==> src/rtl/uart_debug_unit_if.sv <==
// ---------------------------------------------------------------------------
// uart_debug_unit_if
// Bundles every non-clock/reset signal of the UART debug controller.
// Signal names keep the controller's point of view (i_* into the controller,
// o_* out of it).
//   master : the debug controller itself
//   slave  : the surroundings (RX/TX FIFOs, instruction memory, pipeline)
// Groups:
//   RX FIFO  : i_rx_data, i_rx_empty, o_rx_rd
//   TX FIFO  : o_tx_data, o_tx_wr, i_tx_full
//   IMEM     : o_imem_we, o_imem_addr, o_imem_data
//   Pipeline : o_pipe_en, i_halt, i_pc
//   Dump     : o_reg_addr/i_reg_data, o_mem_addr/i_mem_data
//   Status   : o_busy
// ---------------------------------------------------------------------------
interface uart_debug_unit_if #(
    parameter int BYTE_W  = 8,
    parameter int WORD_W  = 32,
    parameter int REG_AW  = 5,
    parameter int MEM_AW  = 5,
    parameter int IMEM_AW = 8
);
    logic [BYTE_W-1:0]  i_rx_data;
    logic               i_rx_empty;
    logic               o_rx_rd;
    logic [BYTE_W-1:0]  o_tx_data;
    logic               o_tx_wr;
    logic               i_tx_full;
    logic               o_imem_we;
    logic [IMEM_AW-1:0] o_imem_addr;
    logic [WORD_W-1:0]  o_imem_data;
    logic               o_pipe_en;
    logic               i_halt;
    logic [WORD_W-1:0]  i_pc;
    logic [REG_AW-1:0]  o_reg_addr;
    logic [WORD_W-1:0]  i_reg_data;
    logic [MEM_AW-1:0]  o_mem_addr;
    logic [WORD_W-1:0]  i_mem_data;
    logic               o_busy;

    modport master (
        input  i_rx_data, i_rx_empty, i_tx_full, i_halt, i_pc, i_reg_data, i_mem_data,
        output o_rx_rd, o_tx_data, o_tx_wr, o_imem_we, o_imem_addr, o_imem_data,
               o_pipe_en, o_reg_addr, o_mem_addr, o_busy
    );

    modport slave (
        output i_rx_data, i_rx_empty, i_tx_full, i_halt, i_pc, i_reg_data, i_mem_data,
        input  o_rx_rd, o_tx_data, o_tx_wr, o_imem_we, o_imem_addr, o_imem_data,
               o_pipe_en, o_reg_addr, o_mem_addr, o_busy
    );
endinterface

==> src/rtl/uart_debug_unit.sv <==
// ---------------------------------------------------------------------------
// uart_debug_unit
// UART-side debug controller sitting between the RX/TX byte FIFOs and the
// pipeline. Loads programs into instruction memory, runs or single-steps the
// pipeline, and after each run/step dumps registers, a data-memory window and
// the PC over TX, followed by an 0xAA acknowledge byte.
// Ports:
//   i_clock  : clock
//   i_reset  : asynchronous, active-high reset
//   bus      : uart_debug_unit_if.master (FIFOs, IMEM write, pipeline, dump)
//
// state      | meaning
// -----------+----------------------------------------------------------
// IDLE       | pop a command byte (FE load, F0 run, 01 step, else drop)
// LOAD_SIZE  | pop the little-endian program word count N
// LOAD_WORD  | assemble one instruction word, little-endian
// WRITE      | one-cycle IMEM write at the current word index
// ACK        | push 0xAA, return to IDLE
// RUN        | pipeline enabled until i_halt is seen
// STEP       | pipeline enabled for exactly one cycle
// DUMP_REG   | stream registers 0..NREGS-1
// DUMP_MEM   | stream data memory 0..NMEM-1, latch PC on exit
// DUMP_PC    | stream the latched PC
// ---------------------------------------------------------------------------
module uart_debug_unit #(
    parameter int BYTE_W  = 8,
    parameter int WORD_W  = 32,
    parameter int NREGS   = 32,
    parameter int NMEM    = 32,
    parameter int REG_AW  = 5,
    parameter int MEM_AW  = 5,
    parameter int IMEM_AW = 8,
    parameter int PSZ_W   = 8
) (
    input  logic              i_clock,
    input  logic              i_reset,
    uart_debug_unit_if.master bus
);
    localparam int BYTES    = WORD_W / BYTE_W;
    localparam int SZ_BYTES = (PSZ_W + BYTE_W - 1) / BYTE_W;
    localparam int CNT_N    = (BYTES > SZ_BYTES) ? BYTES : SZ_BYTES;
    localparam int BC_W     = (CNT_N > 1) ? $clog2(CNT_N) : 1;
    localparam int SZ_BUF_W = SZ_BYTES * BYTE_W;

    localparam logic [BYTE_W-1:0] CMD_LOAD = BYTE_W'(8'hFE);
    localparam logic [BYTE_W-1:0] CMD_RUN  = BYTE_W'(8'hF0);
    localparam logic [BYTE_W-1:0] CMD_STEP = BYTE_W'(8'h01);
    localparam logic [BYTE_W-1:0] ACK_BYTE = BYTE_W'(8'hAA);

    localparam logic [BC_W-1:0]   LAST_BYTE = BC_W'(BYTES - 1);
    localparam logic [BC_W-1:0]   LAST_SZ   = BC_W'(SZ_BYTES - 1);
    localparam logic [REG_AW-1:0] LAST_REG  = REG_AW'(NREGS - 1);
    localparam logic [MEM_AW-1:0] LAST_MEM  = MEM_AW'(NMEM - 1);

    typedef enum logic [3:0] {
        S_IDLE,
        S_LOAD_SIZE,
        S_LOAD_WORD,
        S_WRITE,
        S_ACK,
        S_RUN,
        S_STEP,
        S_DUMP_REG,
        S_DUMP_MEM,
        S_DUMP_PC
    } state_t;

    state_t              state_q, state_d;
    logic [BC_W-1:0]     byte_q, byte_d;
    logic [PSZ_W-1:0]    widx_q, widx_d;
    logic [SZ_BUF_W-1:0] size_q, size_d;
    logic [WORD_W-1:0]   word_q, word_d;
    logic [WORD_W-1:0]   pc_q, pc_d;
    logic [REG_AW-1:0]   reg_q, reg_d;
    logic [MEM_AW-1:0]   mem_q, mem_d;

    logic                want_rx, want_tx, rx_fire, tx_fire;
    logic [BYTE_W-1:0]   tx_byte;

    // Handshakes are qualified by reset so nothing is popped or pushed while
    // the block is held in reset.
    always_comb begin
        want_rx = (state_q == S_IDLE) || (state_q == S_LOAD_SIZE) || (state_q == S_LOAD_WORD);
        want_tx = (state_q == S_ACK) || (state_q == S_DUMP_REG) ||
                  (state_q == S_DUMP_MEM) || (state_q == S_DUMP_PC);
        rx_fire = want_rx && !bus.i_rx_empty && !i_reset;
        tx_fire = want_tx && !bus.i_tx_full && !i_reset;
    end

    always_comb begin
        tx_byte = '0;
        case (state_q)
            S_ACK:      tx_byte = ACK_BYTE;
            S_DUMP_REG: tx_byte = bus.i_reg_data[byte_q*BYTE_W +: BYTE_W];
            S_DUMP_MEM: tx_byte = bus.i_mem_data[byte_q*BYTE_W +: BYTE_W];
            S_DUMP_PC:  tx_byte = pc_q[byte_q*BYTE_W +: BYTE_W];
            default:    tx_byte = '0;
        endcase
    end

    always_comb begin
        state_d = state_q;
        byte_d  = byte_q;
        widx_d  = widx_q;
        size_d  = size_q;
        word_d  = word_q;
        pc_d    = pc_q;
        reg_d   = reg_q;
        mem_d   = mem_q;

        case (state_q)
            S_IDLE: begin
                if (rx_fire) begin
                    case (bus.i_rx_data)
                        CMD_LOAD: begin
                            state_d = S_LOAD_SIZE;
                            byte_d  = '0;
                            size_d  = '0;
                        end
                        CMD_RUN:  state_d = S_RUN;
                        CMD_STEP: state_d = S_STEP;
                        default:  state_d = S_IDLE;
                    endcase
                end
            end

            S_LOAD_SIZE: begin
                if (rx_fire) begin
                    size_d[byte_q*BYTE_W +: BYTE_W] = bus.i_rx_data;
                    if (byte_q == LAST_SZ) begin
                        byte_d  = '0;
                        widx_d  = '0;
                        state_d = (size_d[PSZ_W-1:0] == '0) ? S_ACK : S_LOAD_WORD;
                    end else begin
                        byte_d = byte_q + 1'b1;
                    end
                end
            end

            S_LOAD_WORD: begin
                if (rx_fire) begin
                    word_d[byte_q*BYTE_W +: BYTE_W] = bus.i_rx_data;
                    if (byte_q == LAST_BYTE) begin
                        byte_d  = '0;
                        state_d = S_WRITE;
                    end else begin
                        byte_d = byte_q + 1'b1;
                    end
                end
            end

            S_WRITE: begin
                if (widx_q == size_q[PSZ_W-1:0] - 1'b1) begin
                    widx_d  = '0;
                    state_d = S_ACK;
                end else begin
                    widx_d  = widx_q + 1'b1;
                    state_d = S_LOAD_WORD;
                end
            end

            S_ACK: begin
                if (tx_fire) state_d = S_IDLE;
            end

            S_RUN: begin
                if (bus.i_halt) state_d = S_DUMP_REG;
            end

            S_STEP: state_d = S_DUMP_REG;

            S_DUMP_REG: begin
                if (tx_fire) begin
                    if (byte_q == LAST_BYTE) begin
                        byte_d = '0;
                        if (reg_q == LAST_REG) begin
                            reg_d   = '0;
                            state_d = S_DUMP_MEM;
                        end else begin
                            reg_d = reg_q + 1'b1;
                        end
                    end else begin
                        byte_d = byte_q + 1'b1;
                    end
                end
            end

            S_DUMP_MEM: begin
                if (tx_fire) begin
                    if (byte_q == LAST_BYTE) begin
                        byte_d = '0;
                        if (mem_q == LAST_MEM) begin
                            mem_d   = '0;
                            pc_d    = bus.i_pc;
                            state_d = S_DUMP_PC;
                        end else begin
                            mem_d = mem_q + 1'b1;
                        end
                    end else begin
                        byte_d = byte_q + 1'b1;
                    end
                end
            end

            S_DUMP_PC: begin
                if (tx_fire) begin
                    if (byte_q == LAST_BYTE) begin
                        byte_d  = '0;
                        state_d = S_ACK;
                    end else begin
                        byte_d = byte_q + 1'b1;
                    end
                end
            end

            default: state_d = S_IDLE;
        endcase
    end

    always_ff @(posedge i_clock or posedge i_reset) begin
        if (i_reset) begin
            state_q <= S_IDLE;
            byte_q  <= '0;
            widx_q  <= '0;
            size_q  <= '0;
            word_q  <= '0;
            pc_q    <= '0;
            reg_q   <= '0;
            mem_q   <= '0;
        end else begin
            state_q <= state_d;
            byte_q  <= byte_d;
            widx_q  <= widx_d;
            size_q  <= size_d;
            word_q  <= word_d;
            pc_q    <= pc_d;
            reg_q   <= reg_d;
            mem_q   <= mem_d;
        end
    end

    assign bus.o_rx_rd     = rx_fire;
    assign bus.o_tx_wr     = tx_fire;
    assign bus.o_tx_data   = tx_byte;
    assign bus.o_imem_we   = (state_q == S_WRITE);
    assign bus.o_imem_addr = (state_q == S_WRITE) ? IMEM_AW'(widx_q) : '0;
    assign bus.o_imem_data = (state_q == S_WRITE) ? word_q : '0;
    // RUN drops the enable in the same cycle a halt is seen.
    assign bus.o_pipe_en   = (state_q == S_STEP) || ((state_q == S_RUN) && !bus.i_halt);
    assign bus.o_reg_addr  = reg_q;
    assign bus.o_mem_addr  = mem_q;
    assign bus.o_busy      = (state_q != S_IDLE);
endmodule

==> src/flat_wrapper.sv <==
// flat-port wrapper written by rule: the top's interface ports become plain ports
module uart_debug_unit_flat 
#(
    parameter int BYTE_W  = 8,
    parameter int WORD_W  = 32,
    parameter int NREGS   = 32,
    parameter int NMEM    = 32,
    parameter int REG_AW  = 5,
    parameter int MEM_AW  = 5,
    parameter int IMEM_AW = 8,
    parameter int PSZ_W   = 8
)
  (i_clock, i_reset, bus_i_rx_data, bus_i_rx_empty, bus_i_tx_full, bus_i_halt, bus_i_pc, bus_i_reg_data, bus_i_mem_data, bus_o_rx_rd, bus_o_tx_data, bus_o_tx_wr, bus_o_imem_we, bus_o_imem_addr, bus_o_imem_data, bus_o_pipe_en, bus_o_reg_addr, bus_o_mem_addr, bus_o_busy);
  uart_debug_unit_if #(.BYTE_W(BYTE_W), .WORD_W(WORD_W), .REG_AW(REG_AW), .MEM_AW(MEM_AW), .IMEM_AW(IMEM_AW)) bus_i ();
  input  logic i_clock;
  input  logic i_reset;
  input wire logic [$bits(bus_i.i_rx_data)-1:0] bus_i_rx_data;
  input wire logic [$bits(bus_i.i_rx_empty)-1:0] bus_i_rx_empty;
  input wire logic [$bits(bus_i.i_tx_full)-1:0] bus_i_tx_full;
  input wire logic [$bits(bus_i.i_halt)-1:0] bus_i_halt;
  input wire logic [$bits(bus_i.i_pc)-1:0] bus_i_pc;
  input wire logic [$bits(bus_i.i_reg_data)-1:0] bus_i_reg_data;
  input wire logic [$bits(bus_i.i_mem_data)-1:0] bus_i_mem_data;
  output wire logic [$bits(bus_i.o_rx_rd)-1:0] bus_o_rx_rd;
  output wire logic [$bits(bus_i.o_tx_data)-1:0] bus_o_tx_data;
  output wire logic [$bits(bus_i.o_tx_wr)-1:0] bus_o_tx_wr;
  output wire logic [$bits(bus_i.o_imem_we)-1:0] bus_o_imem_we;
  output wire logic [$bits(bus_i.o_imem_addr)-1:0] bus_o_imem_addr;
  output wire logic [$bits(bus_i.o_imem_data)-1:0] bus_o_imem_data;
  output wire logic [$bits(bus_i.o_pipe_en)-1:0] bus_o_pipe_en;
  output wire logic [$bits(bus_i.o_reg_addr)-1:0] bus_o_reg_addr;
  output wire logic [$bits(bus_i.o_mem_addr)-1:0] bus_o_mem_addr;
  output wire logic [$bits(bus_i.o_busy)-1:0] bus_o_busy;
  assign bus_i.i_rx_data = bus_i_rx_data;
  assign bus_i.i_rx_empty = bus_i_rx_empty;
  assign bus_i.i_tx_full = bus_i_tx_full;
  assign bus_i.i_halt = bus_i_halt;
  assign bus_i.i_pc = bus_i_pc;
  assign bus_i.i_reg_data = bus_i_reg_data;
  assign bus_i.i_mem_data = bus_i_mem_data;
  assign bus_o_rx_rd = bus_i.o_rx_rd;
  assign bus_o_tx_data = bus_i.o_tx_data;
  assign bus_o_tx_wr = bus_i.o_tx_wr;
  assign bus_o_imem_we = bus_i.o_imem_we;
  assign bus_o_imem_addr = bus_i.o_imem_addr;
  assign bus_o_imem_data = bus_i.o_imem_data;
  assign bus_o_pipe_en = bus_i.o_pipe_en;
  assign bus_o_reg_addr = bus_i.o_reg_addr;
  assign bus_o_mem_addr = bus_i.o_mem_addr;
  assign bus_o_busy = bus_i.o_busy;
  uart_debug_unit #(.BYTE_W(BYTE_W), .WORD_W(WORD_W), .NREGS(NREGS), .NMEM(NMEM), .REG_AW(REG_AW), .MEM_AW(MEM_AW), .IMEM_AW(IMEM_AW), .PSZ_W(PSZ_W)) u_core (.i_clock(i_clock), .i_reset(i_reset), .bus(bus_i));
endmodule
==> config.mk <==
export PLATFORM = sky130hd
export DESIGN_NAME = uart_debug_unit_flat
export DESIGN_NICKNAME = d
export VERILOG_FILES = /design/src/rtl/uart_debug_unit_if.sv /design/src/rtl/uart_debug_unit.sv /design/src/flat_wrapper.sv
export SDC_FILE = /design/constraint.sdc
export NUM_CORES = 1
export LEC_CHECK = 0
export CELL_PAD_IN_SITES_DETAIL_PLACEMENT = 1
export CELL_PAD_IN_SITES_GLOBAL_PLACEMENT = 1
export CORE_ASPECT_RATIO = 1.2
export CORE_MARGIN = 2
export CORE_UTILIZATION = 32
export DETAILED_ROUTE_END_ITERATION = 7
export PLACE_DENSITY_LB_ADDON = 0.12
export SETUP_SLACK_MARGIN = 0.4
export SYNTH_ARGS = -nofsm -noshare
export SYNTH_HDL_FRONTEND = slang
export SYNTH_SLANG_ARGS = --single-unit
==> constraint.sdc <==
create_clock -name i_clock -period 3.2 [get_ports i_clock]
set_input_delay 0.8 -clock i_clock [delete_from_list [all_inputs] [get_ports i_clock]]
set_output_delay 0.8 -clock i_clock [all_outputs]
set_load 0.005 [all_outputs]
==> parameters.txt, run 1 <==
Parameter                              Value

Run status
  Run status    finished with violations
  Failing checks    negative setup slack

Synth
  Cell taking the most area after synthesis    sky130_fd_sc_hd__dfrtp_1
  Number of warnings issued by yosys    0
  Sequential element share of the synthesized area    40.7%
  Share of the synthesized area in the top cell type    40.7%
  Number of flops mapped to enable cells by yosys    0
  Most frequently used cell type in the post-synthesis netlist    sky130_fd_sc_hd__dfrtp_1
  Synthesized Nets    767
  Async set-or-reset flop fraction in the synthesized netlist    100%
  Dominant register cell in the synthesized netlist    sky130_fd_sc_hd__dfrtp_1
  List of most frequent post-synthesis cells    96 x sky130_fd_sc_hd__dfrtp_1, 85 x sky130_fd_sc_hd__nand2_1, 78 x sky130_fd_sc_hd__nor2_1, 51 x sky130_fd_sc_hd__o21ai_0, 40 x sky130_fd_sc_hd__and2_1
  Mapped Cells    646
  Count of unique library cells instantiated by Yosys    66
  Post-synthesis area per instance    9.14 sq um
  Ranking of synthesized cells by area    sky130_fd_sc_hd__dfrtp_1 41%, sky130_fd_sc_hd__mux2_4 7.6%, sky130_fd_sc_hd__nand2_1 5.4%
  Flip-flop and latch count after synthesis    96
  Cell area after synthesis    5900 sq um

Routing
  Antenna violation net count after detailed routing    0
  Final wirelength    24.2 mm
  Routed via count divided by cell count    5.30
  Iteration count of the initial detailed-routing pass    7
  DRC violation total after the first TritonRoute iteration    318
  Vias after detailed routing    6032
  Final routed wire length divided by cell count    21.2 um
  DRC viols    0

Global routing
  Total grt overflow    0
  Via count of the first global-routing pass    6515
  First-pass GRT wire length    36.1 mm
  Largest net degree at the start of global routing    40
  Total routing usage reported by global routing    23.7%
  Antenna violations before repair    0

Worst setup path
  Class of the most critical setup path    register to output port
  Crit-path leading delay family    simple AND/OR/NAND/NOR gates
  Cell at the slowest stage of the critical path    sky130_fd_sc_hd__or4b_4
  Critical Path, Cell by Cell    or4b_4 -> buf_16 -> buf_8 -> o22ai_1 -> nor2_1 -> mux4_2 -> a21o_1 -> buf_2
  Reg-to-reg startpoint    u_core.state_q[2]
  CP max FO    3
  Type of origin of the critical path    register
  Worst setup EP type    output port
  Register-to-Register Path Depth    15
  Worst path depth    8
  Destination of the critical timing path    bus_o_tx_data[5]
  Worst reg-to-reg setup slack    0.31 ns
  First element of the critical path    u_core.state_q[2]
  Worst Path Buf+Inv    3
  Worst EP arrival    2.65 ns
  Slowest cell delay on critical path    0.64 ns
  Capturing point of the worst reg2reg path    u_core.pc_q[28]
  Worst EP required    2.40 ns

Clock network
  Buffer depth of the longest clock path    2
  Clock sink count    96
  Depth of the CTS H-tree    3
  Clock slew at the register clock pins of the worst setup and hold paths    0.07 ns
  Post-CTS Hold Buffers    0
  TritonCTS clock tree    yes
  CTS root buffer    sky130_fd_sc_hd__clkbuf_16
  Total clock buffers created by CTS    9
  Skew-Pair Late Insertion Delay    0.35 ns

Die
  Die Area    19600 sq um
  Chip Width    128 um
  Core footprint    18100 sq um
  Row cnt    54
  Die height    153 um
  Effective utilization at floorplan    32.6%
  I/O pin total    172

STA
  Time the worst path needs with I/O delays and setup    3.45 ns
  Maximum achievable frequency    0.289 GHz
  Final max-slew violation count    0
  Setup slack after layout    -0.254 ns
  Setup repair after global routing missed its margin    yes
  Total setup violations reported at the end of the flow    19
  Slew HR    42.4%
  Final hold violation count    0
  Post-route fraction of the period consumed by the critical path    108%
  Final Skew    0.00785 ns
  Worst Tran Pin Value    0.857 ns

Layout
  Relative area change from synthesis to final layout    69.6%
  Layout cell share with drive strength beyond 1    37.9%
  # fillers    2002
  Register area    2400 sq um
  Total Nets Final    1032
  Antenna diode instance count    0
  Final design area excluding fillers    10000 sq um
  Multi-input logic area    3740 sq um

Worst hold path
  Worst hold path type    register to register

Power
  Ratio of total power to cell area    374 nW/um^2
  Max VDD drop    267 uV
  Static leakage    4.58 nW
  Overall Power    3.74 mW

Placement
  Count of input and output buffers    171
  HPWL after detailed placement    15.3 mm
  Placed inst area    8100 sq um
  Global placer's final weighted congestion    0.836

Run
  Max-cap viol count    0
==> report_power, final <==
| part | leakage [nW] | internal, mW | switching (mW) |
|---|---|---|---|
| clock network | 0.145 | 0.624 | 0.498 |
| logic | 3.14 | 0.629 | 0.700 |
| registers | 1.29 | 1.25 | 0.0404 |
==> placed cells by master, fill, tap and decap left out, types with 6 or more instances in the layout <==
cell	n
sky130_fd_sc_hd__buf_8	7
sky130_fd_sc_hd__nor3_1	9
sky130_fd_sc_hd__buf_12	15
sky130_fd_sc_hd__nor2_2	10
sky130_fd_sc_hd__nor3b_1	7
sky130_fd_sc_hd__clkdlybuf4s50_1	118
sky130_fd_sc_hd__nand2_1	83
sky130_fd_sc_hd__nand2b_1	7
sky130_fd_sc_hd__o21ai_0	51
sky130_fd_sc_hd__inv_1	10
sky130_fd_sc_hd__buf_4	50
sky130_fd_sc_hd__and2_4	38
sky130_fd_sc_hd__dfrtp_1	96
sky130_fd_sc_hd__o22ai_1	12
sky130_fd_sc_hd__a21oi_1	18
sky130_fd_sc_hd__o22ai_2	17
sky130_fd_sc_hd__a211oi_2	6
sky130_fd_sc_hd__nor2_1	64
sky130_fd_sc_hd__buf_6	75
sky130_fd_sc_hd__a22o_1	11
sky130_fd_sc_hd__xor2_1	7
sky130_fd_sc_hd__buf_16	9
sky130_fd_sc_hd__mux2_4	32
sky130_fd_sc_hd__ha_1	12
sky130_fd_sc_hd__buf_2	12
sky130_fd_sc_hd__clkbuf_16	13
sky130_fd_sc_hd__nand3_1	6
==> metrics by stage <==
stage          util (%)  hold WS (ns)  worst slack, ns  setup TNS, ns  instances
2_1_floorplan         -         0.442            0.407              0        646
3_3_place_gp       44.7         0.452           -0.171         -0.852       1048
3_5_place_dp       44.7         0.466           -0.170         -0.820       1048
4_1_cts            51.4         0.481           -0.265          -1.37       1110
5_1_grt            55.3         0.523           -0.326          -3.29       1139
6_report           55.3         0.487           -0.254          -1.59       1139
==> per-layer routing <==
layer	up-vias	track usage, %	share of wire (%)
li1	2810	-	-
met1	3005	27.7	39
met3	39	4.42	4.7
met2	178	42.7	53
met4	0	8.74	3.2
met5	-	0	0
==> worst min path at each step <==
stage	endpoint	startpoint	cells after the start	slack [ns]
6_report	u_core.word_q[14]	u_core.word_q[14]	2	0.49
5_1_grt	u_core.word_q[25]	u_core.word_q[25]	2	0.52
4_1_cts	u_core.word_q[25]	u_core.word_q[25]	2	0.48
3_5_place_dp	u_core.word_q[19]	u_core.word_q[19]	2	0.47
3_3_place_gp	u_core.word_q[29]	u_core.word_q[29]	2	0.45
2_1_floorplan	u_core.word_q[0]	u_core.word_q[0]	2	0.44
==> logic make-up after synthesis <==
kind of cell	after synthesis	synth area share, %
AOI/OAI and AO/OA	156	16.7
xor gates and xnor gates	11	1.63
adders and majority gates	12	2.54
buffers and inverters	52	4.49
DFF	96	40.7
muxes	44	11.2
and+or+nand+nor	275	22.7
==> cell type report <==
| cell class | count | area share [%] |
|---|---|---|
| repair buffers | 291 | 32.2 |
| inverters | 15 | 0.700 |
| flip-flops and latches | 96 | 24.0 |
| multi-input cells | 498 | 37.4 |
| well taps | 224 | 2.80 |
| clock inverters | 5 | 0.563 |
| clock buffers | 10 | 2.39 |
==> worst reg2reg max path, stage by stage (launching register included) <==
cell,delay (ns)
sky130_fd_sc_hd__dfrtp_1,0.36
sky130_fd_sc_hd__buf_6,0.10
sky130_fd_sc_hd__buf_6,0.08
sky130_fd_sc_hd__buf_6,0.08
sky130_fd_sc_hd__buf_6,0.10
sky130_fd_sc_hd__buf_6,0.09
sky130_fd_sc_hd__buf_6,0.09
sky130_fd_sc_hd__buf_6,0.10
sky130_fd_sc_hd__or3b_4,0.39
sky130_fd_sc_hd__a21oi_4,0.18
sky130_fd_sc_hd__o21a_2,0.18
sky130_fd_sc_hd__buf_6,0.11
sky130_fd_sc_hd__nand3_4,0.08
sky130_fd_sc_hd__or2_4,0.34
sky130_fd_sc_hd__clkbuf_16,0.20
sky130_fd_sc_hd__mux2_4,0.30
==> registers in the layout, indices dropped and copies added (netlist names) <==
signal and count:
u_core.bus.o_mem_addr 5, u_core.word_q 32, u_core.size_q 8, u_core.bus.o_reg_addr 5
u_core.pc_q 32, u_core.widx_q 8, u_core.state_q 4, u_core.byte_q 2
==> what timing repair did <==
action                     4_1_cts  5_1_grt
gates cloned                     8        5
pin swaps                       37       36
setup endpoints to repair       54       89
gates resized for setup        349       92
setup buffers                   39       24
Note: power is estimated with default switching activity, not from simulation.
==> run 2, diff against run 1 <==
- CORE_ASPECT_RATIO: 1.2 -> not set
- MAX_ROUTING_LAYER: not set -> met4
- RECOVER_POWER: not set -> 50
==> parameters.txt, run 2 (synthesized netlist as in run 1, its figures left out) <==
Parameter                              Value

Placement
  HPWL after detailed placement    15.3 mm
  Global placer's final weighted congestion    0.842
  Placed inst area    8110 sq um
  Count of input and output buffers    171
  Placed cell count    1056

Worst hold path
  Worst hold path startpoint    u_core.word_q[16]
  Worst hold path type    register to register
  Worst Hold Depth    2
  Min-Delay Endpoint    u_core.word_q[16]

Layout
  Most common library cell in the layout ignoring fill and taps    sky130_fd_sc_hd__clkdlybuf4s50_1
  # fillers    1997
  Largest registers in the final layout    u_core.pc_q x32, u_core.word_q x32
  Layout cell share with drive strength beyond 1    31.1%
  Final design area excluding fillers    9230 sq um
  Final standard cell count with taps included and fillers excluded    1110
  Antenna diode instance count    0
  Total Nets Final    997
  Relative area change from synthesis to final layout    56.3%
  Most frequent cells in the layout    117 x sky130_fd_sc_hd__clkdlybuf4s50_1, 95 x sky130_fd_sc_hd__dfrtp_1, 84 x sky130_fd_sc_hd__nand2_1

STA
  Setup repair after global routing missed its margin    yes
  Time the worst path needs with I/O delays and setup    3.40 ns
  Worst Tran Pin Value    1.51 ns
  Setup slack after layout    -0.199 ns
  Maximum achievable frequency    0.294 GHz
  Slew HR    -0.849%
  Post-route fraction of the period consumed by the critical path    106%
  Final max-slew violation count    55
  Hold Slack    0.493 ns
  Final hold violation count    0
  Final Skew    0.0114 ns
  Total setup violations reported at the end of the flow    7

Worst setup path
  Capturing point of the worst reg2reg path    u_core.state_q[2]
  Class of the most critical setup path    register to output port
  Worst EP arrival    2.60 ns
  Type of origin of the critical path    register
  CP max FO    8
  Worst setup EP type    output port
  Reg-to-reg startpoint    u_core.byte_q[0]
  Worst reg-to-reg setup slack    0.51 ns
  Register-to-Register Path Depth    8
  Worst EP required    2.40 ns

Power
  Ratio of total power to cell area    411 nW/um^2
  Static leakage    4.22 nW
  Switching power    1.21 mW
  Switching part of the total    31.9%
  Max VDD drop    288 uV
  Int Power    2.59 mW
  Share of total power in the clock network    32.4%
  Part of the power in registers    34.9%
  Logic gate share of total power    32.7%

Die
  Chip Width    140 um
  Die height    140 um
  Core footprint    18000 sq um
  Die Area    19500 sq um
  Row cnt    49
  I/O pin total    172
  Effective utilization at floorplan    32.8%

Routing
  DRC violation total after the first TritonRoute iteration    198
  DRC viols    0
  Antenna violation net count after detailed routing    0
  Final routed wire length divided by cell count    19.5 um
  Routed via count divided by cell count    5.16
  Vias after detailed routing    5724
  Final wirelength    21.6 mm
  Iteration count of the initial detailed-routing pass    4

Run status
  Failing checks    max-capacitance violations, max-slew violations, negative setup slack
  Run status    finished with violations

Global routing
  Via count of the first global-routing pass    6314
  Total routing usage reported by global routing    22.8%
  Largest net degree at the start of global routing    56
  Antenna violations before repair    0
  First-pass GRT wire length    34.3 mm
  Total grt overflow    0

Clock network
  Clock sink count    96
  Depth of the CTS H-tree    3
  CTS root buffer    sky130_fd_sc_hd__clkbuf_16
  TritonCTS clock tree    yes
  Clock slew at the register clock pins of the worst setup and hold paths    0.07 ns
  Post-CTS Hold Buffers    0
  Skew-Pair Late Insertion Delay    0.36 ns
  Total clock buffers created by CTS    9
  Buffer depth of the longest clock path    2

Run
  Max-cap viol count    1
-- run 2: worst max path at each step --
stage / startpoint / slack [ns] / end
final: u_core.state_q[1] / -0.20 / bus_o_tx_data[7]
after global routing: u_core.state_q[1] / -0.27 / bus_o_tx_data[1]
after CTS: u_core.state_q[2] / -0.18 / bus_o_tx_data[1]
after detailed placement: bus_i_mem_data[1] / -0.18 / bus_o_tx_data[1]
after global placement: bus_i_mem_data[17] / -0.20 / bus_o_tx_data[1]
after floorplan: u_core.state_q[2] / 0.41 / bus_o_tx_data[1]
-- run 2: through the flow --
step	setup WS (ns)	TNS [ns]	util, %	total power [mW]
after floorplan	0.407	0	-	1.93
final	-0.199	-0.839	51.2	3.80
after global routing	-0.271	-1.62	51.2	4.01
after global placement	-0.199	-0.901	45.0	2.57
after CTS	-0.181	-0.836	49.9	3.81
after detailed placement	-0.183	-0.873	45.0	2.59
-- run 2: final cells by class --
| type | instances | area (sq um) | share of cell area, % |
|---|---|---|---|
| multi-input combinational | 498 | 3510 | 38.1 |
| sequential | 96 | 2410 | 26.1 |
| clock buffer | 11 | 243 | 2.63 |
| timing repair buffer | 256 | 2630 | 28.5 |
| tap | 229 | 287 | 3.10 |
| clock inverter | 5 | 87.6 | 0.949 |
| inverter | 15 | 63.8 | 0.691 |
-- run 2: worst max-delay path, cell delays in order (launching register included) --
cell,delay (ns)
sky130_fd_sc_hd__dfrtp_1,0.39
sky130_fd_sc_hd__or4b_4,0.58
sky130_fd_sc_hd__buf_12,0.16
sky130_fd_sc_hd__buf_12,0.13
sky130_fd_sc_hd__o22ai_2,0.13
sky130_fd_sc_hd__nor2_1,0.08
sky130_fd_sc_hd__mux4_2,0.45
sky130_fd_sc_hd__a21o_1,0.19
sky130_fd_sc_hd__buf_2,0.13
-- run 2: per-layer routing --
| layer | track usage, % | share of wire [%] | routed length, um | vias to the layer above |
|---|---|---|---|---|
| li1 | - | - | - | 2746 |
| met1 | 28.1 | 44 | 9560 | 2820 |
| met2 | 38.9 | 51 | 11000 | 143 |
| met3 | 3.79 | 4.1 | 896 | 15 |
| met4 | 6.21 | 0.99 | 214 | 0 |
| met5 | - | 0 | 0 | - |
-- run 2: power by group through the flow --
stage | clock network [mW] | registers (mW) | logic [mW]
3_5_place_dp | 0 | 1.34 | 1.25
6_report | 1.23 | 1.32 | 1.24
4_1_cts | 1.26 | 1.32 | 1.24
2_1_floorplan | 0 | 1.32 | 0.615
5_1_grt | 1.31 | 1.33 | 1.37
3_3_place_gp | 0 | 1.33 | 1.24
-- run 2: what timing repair did --
action | in CTS | in global routing
pin swaps | 30 | 10
resized for setup | 257 | 82
setup endpoints to repair | 55 | 60
gates cloned | 6 | 0
buffers inserted | 23 | 9
